**src/rtl/subtractor_nibble_serial_if.sv**
```systemverilog
// ---------------------------------------------------------------------------
// subtractor_nibble_serial_if
// Handshake and operand/result bundle for the slice-serial subtractor.
//   start     request (master -> slave)
//   a, b      minuend / subtrahend (master -> slave)
//   bin       borrow-in, only when SUB_BORROW_IN_EN is defined (master -> slave)
//   busy      high while the subtraction is running (slave -> master)
//   done      one-cycle pulse when diff/flags were just committed
//   diff      a - b (mod 2^WIDTH), held until the next completion
//   sign, zero, borrow, parity, overflow   result flags
// Optional feature macro: SUB_BORROW_IN_EN (adds bin).
// ---------------------------------------------------------------------------
interface subtractor_nibble_serial_if #(
    parameter int WIDTH = 16
);
    logic             start;
    logic [WIDTH-1:0] a;
    logic [WIDTH-1:0] b;
`ifdef SUB_BORROW_IN_EN
    logic             bin;
`endif
    logic             busy;
    logic             done;
    logic [WIDTH-1:0] diff;
    logic             sign;
    logic             zero;
    logic             borrow;
    logic             parity;
    logic             overflow;

`ifdef SUB_BORROW_IN_EN
    modport master (output start, a, b, bin,
                    input  busy, done, diff, sign, zero, borrow, parity, overflow);
    modport slave  (input  start, a, b, bin,
                    output busy, done, diff, sign, zero, borrow, parity, overflow);
`else
    modport master (output start, a, b,
                    input  busy, done, diff, sign, zero, borrow, parity, overflow);
    modport slave  (input  start, a, b,
                    output busy, done, diff, sign, zero, borrow, parity, overflow);
`endif
endinterface

```
**src/rtl/subtractor_nibble_serial.sv**
```systemverilog
// ---------------------------------------------------------------------------
// subtractor_nibble_serial
// Multi-cycle subtractor: diff = a + ~b + 1, computed SLICE bits per clock
// with a registered carry between slices. Latency WIDTH/SLICE cycles after
// start is accepted; results and flags are committed together.
// Ports:
//   clk   rising-edge clock
//   rst   synchronous active-high reset
//   bus   subtractor_nibble_serial_if.slave (start/a/b[/bin] in,
//         busy/done/diff/sign/zero/borrow/parity/overflow out)
// Optional feature macro: SUB_BORROW_IN_EN -- adds borrow-in bin,
//   initial carry becomes ~bin, diff = a - b - bin.
// ---------------------------------------------------------------------------
module subtractor_nibble_serial #(
    parameter int WIDTH = 16,
    parameter int SLICE = 4
) (
    input  logic                       clk,
    input  logic                       rst,
    subtractor_nibble_serial_if.slave  bus
);
    localparam int NSL   = WIDTH / SLICE;
    localparam int CNT_W = (NSL > 1) ? $clog2(NSL) : 1;

    typedef enum logic [1:0] {IDLE, RUN, DONE} state_t;

    state_t           state;
    logic [CNT_W-1:0] cnt;
    logic             accept;
    logic             last;
    logic             cin0;

    logic [WIDTH-1:0] a_p0;
    logic [WIDTH-1:0] b_p0;
    logic [WIDTH-1:0] shadow_p1;
    logic             carry_p1;

    logic [SLICE:0]   res;
    logic [WIDTH-1:0] full;

    logic             busy_q;
    logic             done_q;
    logic [WIDTH-1:0] diff_q;
    logic             sign_q;
    logic             zero_q;
    logic             borrow_q;
    logic             parity_q;
    logic             overflow_q;

    // One slice of a + ~b + cin; bit SLICE is the carry-out.
    function automatic logic [SLICE:0] slice_sub(input logic [SLICE-1:0] as,
                                                 input logic [SLICE-1:0] bs,
                                                 input logic             cin);
        return {1'b0, as} + {1'b0, ~bs} + {{SLICE{1'b0}}, cin};
    endfunction

`ifdef SUB_BORROW_IN_EN
    assign cin0 = ~bus.bin;
`else
    assign cin0 = 1'b1;
`endif

    // Operands may only be replaced when no subtraction is in flight.
    assign accept = bus.start && (state != RUN);
    assign last   = (cnt == CNT_W'(NSL - 1));

    always_comb begin
        res  = slice_sub(a_p0[int'(cnt)*SLICE +: SLICE],
                         b_p0[int'(cnt)*SLICE +: SLICE], carry_p1);
        full = shadow_p1;
        full[int'(cnt)*SLICE +: SLICE] = res[SLICE-1:0];
    end

    // ---- stage p0/p1: operand latch and serial slice datapath ----
    always_ff @(posedge clk) begin
        if (accept) begin
            a_p0     <= bus.a;
            b_p0     <= bus.b;
            carry_p1 <= cin0;
        end else if (state == RUN) begin
            shadow_p1 <= full;
            carry_p1  <= res[SLICE];
        end
    end

    // ---- control FSM and committed outputs ----
    always_ff @(posedge clk) begin
        if (rst) begin
            state      <= IDLE;
            cnt        <= '0;
            busy_q     <= 1'b0;
            done_q     <= 1'b0;
            diff_q     <= '0;
            sign_q     <= 1'b0;
            zero_q     <= 1'b0;
            borrow_q   <= 1'b0;
            parity_q   <= 1'b0;
            overflow_q <= 1'b0;
        end else begin
            done_q <= 1'b0;
            case (state)
                IDLE, DONE: begin
                    if (bus.start) begin
                        state  <= RUN;
                        cnt    <= '0;
                        busy_q <= 1'b1;
                    end else begin
                        state  <= IDLE;
                    end
                end
                RUN: begin
                    cnt <= cnt + 1'b1;
                    if (last) begin
                        // Result and every flag land on the same edge, so diff
                        // never shows a partially assembled value.
                        state      <= DONE;
                        busy_q     <= 1'b0;
                        done_q     <= 1'b1;
                        diff_q     <= full;
                        sign_q     <= full[WIDTH-1];
                        zero_q     <= (full == '0);
                        borrow_q   <= ~res[SLICE];
                        parity_q   <= ~^full;
                        overflow_q <= (a_p0[WIDTH-1] ^ b_p0[WIDTH-1]) &
                                      (full[WIDTH-1] ^ a_p0[WIDTH-1]);
                    end
                end
                default: state <= IDLE;
            endcase
        end
    end

    assign bus.busy     = busy_q;
    assign bus.done     = done_q;
    assign bus.diff     = diff_q;
    assign bus.sign     = sign_q;
    assign bus.zero     = zero_q;
    assign bus.borrow   = borrow_q;
    assign bus.parity   = parity_q;
    assign bus.overflow = overflow_q;
endmodule

```
**src/flat_wrapper.sv**
```systemverilog
// flat-port wrapper written by rule: the top's interface ports become plain ports
module subtractor_nibble_serial_flat 
#(
    parameter int WIDTH = 16,
    parameter int SLICE = 4
)
  (clk, rst, bus_start, bus_a, bus_b, bus_busy, bus_done, bus_diff, bus_sign, bus_zero, bus_borrow, bus_parity, bus_overflow);
  subtractor_nibble_serial_if #(.WIDTH(WIDTH)) bus_i ();
  input  logic clk;
  input  logic rst;
  input wire logic [$bits(bus_i.start)-1:0] bus_start;
  input wire logic [$bits(bus_i.a)-1:0] bus_a;
  input wire logic [$bits(bus_i.b)-1:0] bus_b;
  output wire logic [$bits(bus_i.busy)-1:0] bus_busy;
  output wire logic [$bits(bus_i.done)-1:0] bus_done;
  output wire logic [$bits(bus_i.diff)-1:0] bus_diff;
  output wire logic [$bits(bus_i.sign)-1:0] bus_sign;
  output wire logic [$bits(bus_i.zero)-1:0] bus_zero;
  output wire logic [$bits(bus_i.borrow)-1:0] bus_borrow;
  output wire logic [$bits(bus_i.parity)-1:0] bus_parity;
  output wire logic [$bits(bus_i.overflow)-1:0] bus_overflow;
  assign bus_i.start = bus_start;
  assign bus_i.a = bus_a;
  assign bus_i.b = bus_b;
  assign bus_busy = bus_i.busy;
  assign bus_done = bus_i.done;
  assign bus_diff = bus_i.diff;
  assign bus_sign = bus_i.sign;
  assign bus_zero = bus_i.zero;
  assign bus_borrow = bus_i.borrow;
  assign bus_parity = bus_i.parity;
  assign bus_overflow = bus_i.overflow;
  subtractor_nibble_serial #(.WIDTH(WIDTH), .SLICE(SLICE)) u_core (.clk(clk), .rst(rst), .bus(bus_i));
endmodule
```
**config.mk**
```make
export PLATFORM = sky130hd
export DESIGN_NAME = subtractor_nibble_serial_flat
export DESIGN_NICKNAME = d
export VERILOG_FILES = /design/src/rtl/subtractor_nibble_serial_if.sv /design/src/rtl/subtractor_nibble_serial.sv /design/src/flat_wrapper.sv
export SDC_FILE = /design/constraint.sdc
export NUM_CORES = 1
export LEC_CHECK = 0
export BUFFER_PORTS_ARGS = -buffer_cell sky130_fd_sc_hd__buf_2
export CAP_MARGIN = 10
export CORE_MARGIN = 1
export CORE_UTILIZATION = 50
export CTS_CLUSTER_DIAMETER = 30
export DETAILED_ROUTE_END_ITERATION = 8
export PLACE_DENSITY = 0.74
export SLEW_MARGIN = 15
export SYNTH_ARGS = -nofsm -noshare
export SYNTH_HDL_FRONTEND = slang
export SYNTH_SLANG_ARGS = --single-unit
```
**constraint.sdc**
```tcl
create_clock -name clk -period 3.8 [get_ports clk]
set_input_delay 0 -clock clk [delete_from_list [all_inputs] [get_ports clk]]
set_output_delay 0 -clock clk [all_outputs]
set_load 0.02 [all_outputs]
```
==> results.sh, run 1 <==
export IMPL_via_count_of_the_first_global_routing_pass=2429
export IMPL_timing_critical_path_from_type="flop"
export IMPL_syn2layout_area_growth_pct=30.2
export IMPL_clock_skew_final_ps=12.9
export IMPL_yosys_top_cells_area="edfxtp_1, dfxtp_1, ha_1"
export IMPL_rsz0062_at_grt="no"
export IMPL_tritoncts="done"
export IMPL_multiInputGateArea_mm2=0.00118
export IMPL_layout_nets=418
export IMPL_internal_power_w=0.00148
export IMPL_post_drt_via_cell_ratio=5.23
export IMPL_seqCellArea_mm2=0.00199
export IMPL_criticalPathCategory="reg -> reg"
export IMPL_antenna_violating_nets_post_route=0
export IMPL_postRouteWirelength_um=6790
export IMPL_worst_path_buf_inv=1
export IMPL_mappedNetlistNets=313
export IMPL_core_mm2=0.00635
export IMPL_worst_ep_arrival_time_ps=3870
export IMPL_hold_violations=0
export IMPL_die_height_um=83.3
export IMPL_final_core_util_pct=67.7
export IMPL_die_area_mm2=0.00694
export IMPL_crit_chain="mux4_2 -> fa_1 -> inv_1 -> fa_1 -> a31oi_1 -> ha_1 -> xor2_1 -> xnor2_1 -> xnor2_1 -> xnor2_1 -> xnor2_1 -> a211oi_2"
export IMPL_boundaryPins=58
export IMPL_route_met2_wl_um=3550
export IMPL_via_count=2336
export IMPL_timing_critical_path_fanout_max=7
export IMPL_cell_variety_after_synth=32
export IMPL_die_width_um=83.3
export IMPL_period_share_pct=94.7
export IMPL_drt_iter0_markers=85
export IMPL_synth_largest_area_cell="edfxtp_1"
export IMPL_clkLatencyLatePin_ps=350
export IMPL_grt_antenna_before_repair=0
export IMPL_worst_path_max_delay_cell="mux4_2"
export IMPL_timing_max_transition_violations_final=0
export IMPL_power_switching_fraction_pct=25.6
export IMPL_n_antenna_cell=0
export IMPL_synth_area_per_cell_um2=12.7
export IMPL_cts_sink_count=75
export IMPL_netSwitchingPower_w=0.000511
export IMPL_max_cap_violations=0
export IMPL_global_route_wire_length_before_repair_um=11200
export IMPL_detail_route_first_pass_iterations=4
export IMPL_pwr_share_clk_pct=32.5
export IMPL_ctsRootBufferMaster="clkbuf_8"
export IMPL_layout_filler_cells=463
export IMPL_detail_route_wirelength_met1_um=2890
export IMPL_floorplan_initialDensity_pct=52.0
export IMPL_floorplan_rows=29
export IMPL_wl_per_cell_um=15.2
export IMPL_finalWorstPathRequiredPeriod_ps=3600
export IMPL_max_freq_mhz=278
export IMPL_largest_net_degree_at_the_start_of_global_routing=34
export IMPL_sequential_share_of_the_synthesized_area_pct=60.0
export IMPL_synth_most_common_cell="edfxtp_1"
export IMPL_gp_congestion=0.823
export IMPL_p_per_area_mw_per_mm2=464
export IMPL_power_sequential_fraction_pct=46.9
export IMPL_netlist_top_cells_count="edfxtp_1, dfxtp_1, inv_1, nor2_1, nor2b_1"
export IMPL_p_comb_share_pct=20.6
export IMPL_layout_cells_sized_above_1_pct=27.6
export IMPL_ys_warnings_count=0
export IMPL_area_share_of_the_leading_cell_type_in_the_synthesized_netlist_pct=43.6
export IMPL_most_prevalent_standard_cell_on_the_critical_path="xnor2_1"
export IMPL_synth_edff_count=48
export IMPL_syn_instance_count=260
export IMPL_synth_area_mm2=0.00330
export IMPL_track_usage_pct=21.2
export IMPL_worst_hold_path_type="in -> reg"
export IMPL_tritoncts_num_buffers=9
export IMPL_largest_delay_contributor_family_on_the_critical_path="adder cells"
export IMPL_deepest_clock_path_buffer_count=2
export IMPL_cts_reportedPaths_clkPinSlew_ps=70
export IMPL_postSynthRegisterBits=75
export IMPL_drc=0
export IMPL_detailroute_wirelength_met3_um=261
export IMPL_power_static_leakage_nw=1.75
export IMPL_vdd_ir_drop_worst_v=0.000342
export IMPL_cts_repair_timing_setup_buffer_count=0
export IMPL_endpoint_kind="flop"
export IMPL_detailed_place_hpwl_um=4410
export IMPL_status="finished clean"
export IMPL_h_tree_depth=3
export IMPL_ys_flop_type="edfxtp_1"
export IMPL_setup_viol=0
export IMPL_relSlewSlack_pct=51.3
export IMPL_worst_slew_pin_slew_ps=729
export IMPL_top_signal_layer_used="met4"
export IMPL_overflow=0
export IMPL_portBuffers=57
export IMPL_synthArstFlopShare_pct=0
export IMPL_required_ps=4070
export IMPL_critical_path_max_stage_delay_ps=530
export IMPL_hold_worst_slack_ps=108
layer usage:
metal,vias up,global-route usage [%]
met1,1120,24.9
met5,-,0
li1,1141,-
met2,65,37.4
met3,10,4.57
met4,0,8.78
layout by cell type (no fill, tap or decap), drive strengths merged, types with 5 or more instances in the layout:
cell type,count
nand2,8
nor2b,18
inv,27
nor2,25
xnor2,7
dfxtp,27
mux4,8
buf,72
clkbuf,10
dlygate4sd3,33
nor3b,5
a21oi,7
edfxtp,48
a31oi,15
a211oi,17
ha,16
flip-flops by register name, summed over array words and instances (netlist names):
register,flops
u_core.bus.parity,1
u_core.bus.diff,15
u_core.bus.overflow,1
u_core.bus.sign,1
u_core.bus.zero,1
u_core.carry_p1,1
u_core.bus.done,1
u_core.bus.busy,1
u_core.a_p0,16
u_core.bus.borrow,1
u_core.b_p0,16
u_core.state,2
u_core.cnt,2
u_core.shadow_p1,16
power by group through the flow:
stage                     clock [W]  combinational, W  sequential, W
after detailed placement          0          0.000377       0.000953
after floorplan                   0          0.000275       0.000948
after global routing       0.000689          0.000448       0.000939
after CTS                  0.000658          0.000409       0.000935
after global placement            0          0.000367       0.000951
final                      0.000647          0.000411       0.000935
final cells by class:
class / instances / area share [%]
inverters: 27 / 2.36
flip-flops and latches: 75 / 46.2
clock inverters: 6 / 1.86
well taps: 77 / 2.24
multi-input cells: 147 / 27.4
repair buffers: 105 / 16.9
clock buffers: 10 / 2.97
through the flow:
step | setup WS, ps | cell area (um^2) | total power, W | std cells | TNS, ps
6_report | 202 | 4300 | 0.00199 | 447 | 0
4_1_cts | 1.10 | 4290 | 0.00200 | 447 | 0
5_1_grt | 28.6 | 4300 | 0.00208 | 447 | 0
3_5_place_dp | -107 | 3740 | 0.00133 | 398 | -107
2_1_floorplan | 130 | 3300 | 0.00122 | 260 | 0
3_3_place_gp | 22.1 | 3740 | 0.00132 | 398 | 0
worst paths after layout:
| path | startpoint | to | slack [ps] | cells past startpoint |
|---|---|---|---|---|
| max | u_core.cnt[0]$_SDFFE_PP0P_ | u_core.bus.parity$_SDFFE_PP0P_ | 200 | 12 |
| max reg2reg | u_core.cnt[0]$_SDFFE_PP0P_ | u_core.bus.parity$_SDFFE_PP0P_ | 200 | 12 |
| min reg2reg | u_core.bus.busy$_SDFFE_PP0P_ | u_core.bus.busy$_SDFFE_PP0P_ | 480 | 2 |
| min | rst | u_core.bus.done$_SDFF_PP0_ | 110 | 2 |
kinds of logic (layout without fill, tap and decap cells):
group | count (synthesis) | in the layout | share of synthesized area (%)
adders and majority gates | 18 | 18 | 7.27
AOI/OAI and AO/OA | 44 | 44 | 9.20
xor gates and xnor gates | 10 | 10 | 2.65
DFF | 75 | 75 | 60.0
muxes | 8 | 8 | 5.45
and+or+nand+nor | 67 | 67 | 10.7
buffers and inverters | 38 | 148 | 4.73
repair_timing:
action / CTS / global route
resized for setup: 1 / 3
pin swaps: 0 / 0
setup endpoints to repair: 1 / 1
hold buffers: 33 / 0
endpoints found under the hold margin: 33 / 0
No activity file was read; power rests on OpenSTA's default activity.
==> run 2, diff against run 1 <==
--- a/config.mk
+++ b/config.mk
@@ -12,6 +12,7 @@
 export CTS_CLUSTER_DIAMETER = 30
 export DETAILED_ROUTE_END_ITERATION = 8
 export PLACE_DENSITY = 0.74
+export SETUP_SLACK_MARGIN = 0.5
 export SLEW_MARGIN = 15
 export SYNTH_ARGS = -nofsm -noshare
 export SYNTH_HDL_FRONTEND = slang
==> results.sh, run 2 (synthesis gave the netlist of run 1 again) <==
export IMPL_final_cell_area_mm2=0.00446
export IMPL_die_width_um=83.3
export IMPL_vdd_ir_drop_worst_v=0.000282
export IMPL_worst_ep_arrival_time_ps=3860
export IMPL_relSlewSlack_pct=66.0
export IMPL_h_tree_depth=3
export IMPL_worst_hold_path_type="in -> reg"
export IMPL_tritoncts="done"
export IMPL_worst_hold_path_num_cells=2
export IMPL_layout_top_registers="u_core.a_p0: 16 flops, u_core.b_p0: 16 flops, u_core.shadow_p1: 16 flops"
export IMPL_cts_sink_count=75
export IMPL_layout_nets=418
export IMPL_total_power_w=0.00205
export IMPL_post_drt_via_cell_ratio=5.29
export IMPL_power_static_leakage_nw=1.78
export IMPL_grtUsageMet1_pct=26.4
export IMPL_overflow=0
export IMPL_global_route_wire_length_before_repair_um=12100
export IMPL_via_count_of_the_first_global_routing_pass=2419
export IMPL_tritoncts_num_buffers=9
export IMPL_floorplan_rows=29
export IMPL_ctsRootBufferMaster="clkbuf_8"
export IMPL_crit_chain="mux4_2 -> inv_1 -> fa_2 -> inv_2 -> fa_2 -> a31oi_4 -> ha_1 -> xor2_1 -> xnor2_1 -> xnor2_1 -> xnor2_1 -> xnor2_1 -> a211oi_2"
export IMPL_worst_path_max_delay_cell="fa_2"
export IMPL_timing_max_transition_violations_final=0
export IMPL_number_of_placed_cells_counting_well_taps=394
export IMPL_boundaryPins=58
export IMPL_p_comb_share_pct=23.6
export IMPL_leading_cell_type_in_the_layout_fill_and_taps_excluded="buf_2"
export IMPL_n_antenna_cell=0
export IMPL_pwr_share_clk_pct=30.6
export IMPL_worst_slew_pin_slew_ps=509
export IMPL_global_route_peak_usage_layer="met2"
export IMPL_clkLatencyLatePin_ps=340
export IMPL_wl_per_cell_um=16.8
export IMPL_timing_critical_path_fanout_max=7
export IMPL_power_sequential_fraction_pct=45.8
export IMPL_grtUsageMet3_pct=5.17
export IMPL_critical_path_max_stage_delay_ps=680
export IMPL_floorplan_initialDensity_pct=52.0
export IMPL_core_mm2=0.00635
export IMPL_hold_violations=0
export IMPL_max_cap_violations=0
export IMPL_via_count=2365
export IMPL_p_per_area_mw_per_mm2=459
export IMPL_timing_critical_path_from_type="flop"
export IMPL_cts_reportedPaths_clkPinSlew_ps=80
export IMPL_final_setup_tns_ps=0
export IMPL_die_area_mm2=0.00694
export IMPL_postRouteWirelength_um=7490
export IMPL_detailed_place_hpwl_um=4510
export IMPL_track_usage_pct=23.0
export IMPL_gp_congestion=0.800
export IMPL_portBuffers=57
export IMPL_most_prevalent_standard_cell_on_the_critical_path="xnor2_1"
export IMPL_grt_antenna_before_repair=0
export IMPL_largest_net_degree_at_the_start_of_global_routing=35
export IMPL_layout_cells_most_common_list="buf_2, edfxtp_1, dlygate4sd3_1"
export IMPL_syn2layout_area_growth_pct=35.1
export IMPL_gr_usage_met2_pct=41.1
export IMPL_status="finished clean"
export IMPL_placement_cell_area_mm2=0.00382
export IMPL_detail_route_first_pass_iterations=5
export IMPL_power_switching_fraction_pct=27.5
export IMPL_drc=0
export IMPL_finalWorstPathRequiredPeriod_ps=3590
export IMPL_pre_cts_ws_ps=93.9
export IMPL_layout_filler_cells=434
export IMPL_die_height_um=83.3
export IMPL_internal_power_w=0.00148
export IMPL_criticalPathCategory="reg -> reg"
export IMPL_netSwitchingPower_w=0.000564
export IMPL_layout_cells_sized_above_1_pct=32.7
export IMPL_antenna_violating_nets_post_route=0
export IMPL_required_ps=4070
export IMPL_drt_iter0_markers=87
export IMPL_period_share_pct=94.4
export IMPL_max_freq_mhz=279
export IMPL_final_instance_count_excl_fill=447
export IMPL_deepest_clock_path_buffer_count=2
export IMPL_endpoint_kind="flop"
export IMPL_rsz0062_at_grt="yes"
export IMPL_setup_viol=0
export IMPL_worst_r2r_path_depth=13
export IMPL_clock_skew_final_ps=6.29
export IMPL_setup_ws_ps=215
==> run 2: worst paths after layout <==
kind / start / end / slack (ps)
setup / recovery: u_core.cnt[0]$_SDFFE_PP0P_ / u_core.bus.parity$_SDFFE_PP0P_ / 210
hold / removal: rst / u_core.cnt[1]$_SDFFE_PP0P_ / 100
setup reg to reg: u_core.cnt[0]$_SDFFE_PP0P_ / u_core.bus.parity$_SDFFE_PP0P_ / 210
hold reg to reg: u_core.bus.busy$_SDFFE_PP0P_ / u_core.bus.busy$_SDFFE_PP0P_ / 490
==> run 2: final cells by class <==
class                   count  area (um^2)  share of cell area [%]
multi-input cells         147         1340                    30.1
repair buffers            105          728                    16.3
inverters                  27          101                    2.27
well taps                  77         96.3                    2.16
flip-flops and latches     75         1990                    44.5
clock buffers              14          195                    4.37
clock inverters             2         13.8                   0.308
==> run 2: layer usage <==
metal  part of all wire (%)  wire [um]
met5                      0          0
met2                     53       4000
met1                     40       3000
met3                    3.4        255
met4                    3.0        228
==> run 2: power by group through the flow <==
stage          logic [W]  clock network [W]  registers, W
3_3_place_gp    0.000397                  0      0.000953
6_report        0.000484           0.000626      0.000937
5_1_grt         0.000521           0.000668      0.000941
4_1_cts         0.000448           0.000618      0.000936
2_1_floorplan   0.000309                  0      0.000949
3_5_place_dp    0.000403                  0      0.000955
==> run 2: worst max-delay path, delay by kind of cell (launching register included) <==
family / cells / cell delay [ps]
buffers and inverters: 2 / 160
AO/OA/AOI/OAI: 2 / 340
adder cells (fa/ha/maj): 3 / 1230
multiplexers: 1 / 530
flip-flops: 1 / 420
XOR/XNOR: 5 / 810
==> run 2: what timing repair did <==
item	CTS	global route
setup endpoints to repair	1	2
resized for setup	5	9
buffers inserted	3	1
pin swaps	1	1
endpoints found under the hold margin	33	0
gates cloned	0	0
hold buffers	33	0
==> run 2: through the flow <==
stage | util (%) | hold slack (ps)
after floorplan | - | 98.9
after global placement | 60.1 | 177
after detailed placement | 60.1 | 178
after CTS | 69.3 | 101
after global routing | 70.3 | 98.4
final | 70.3 | 99.5
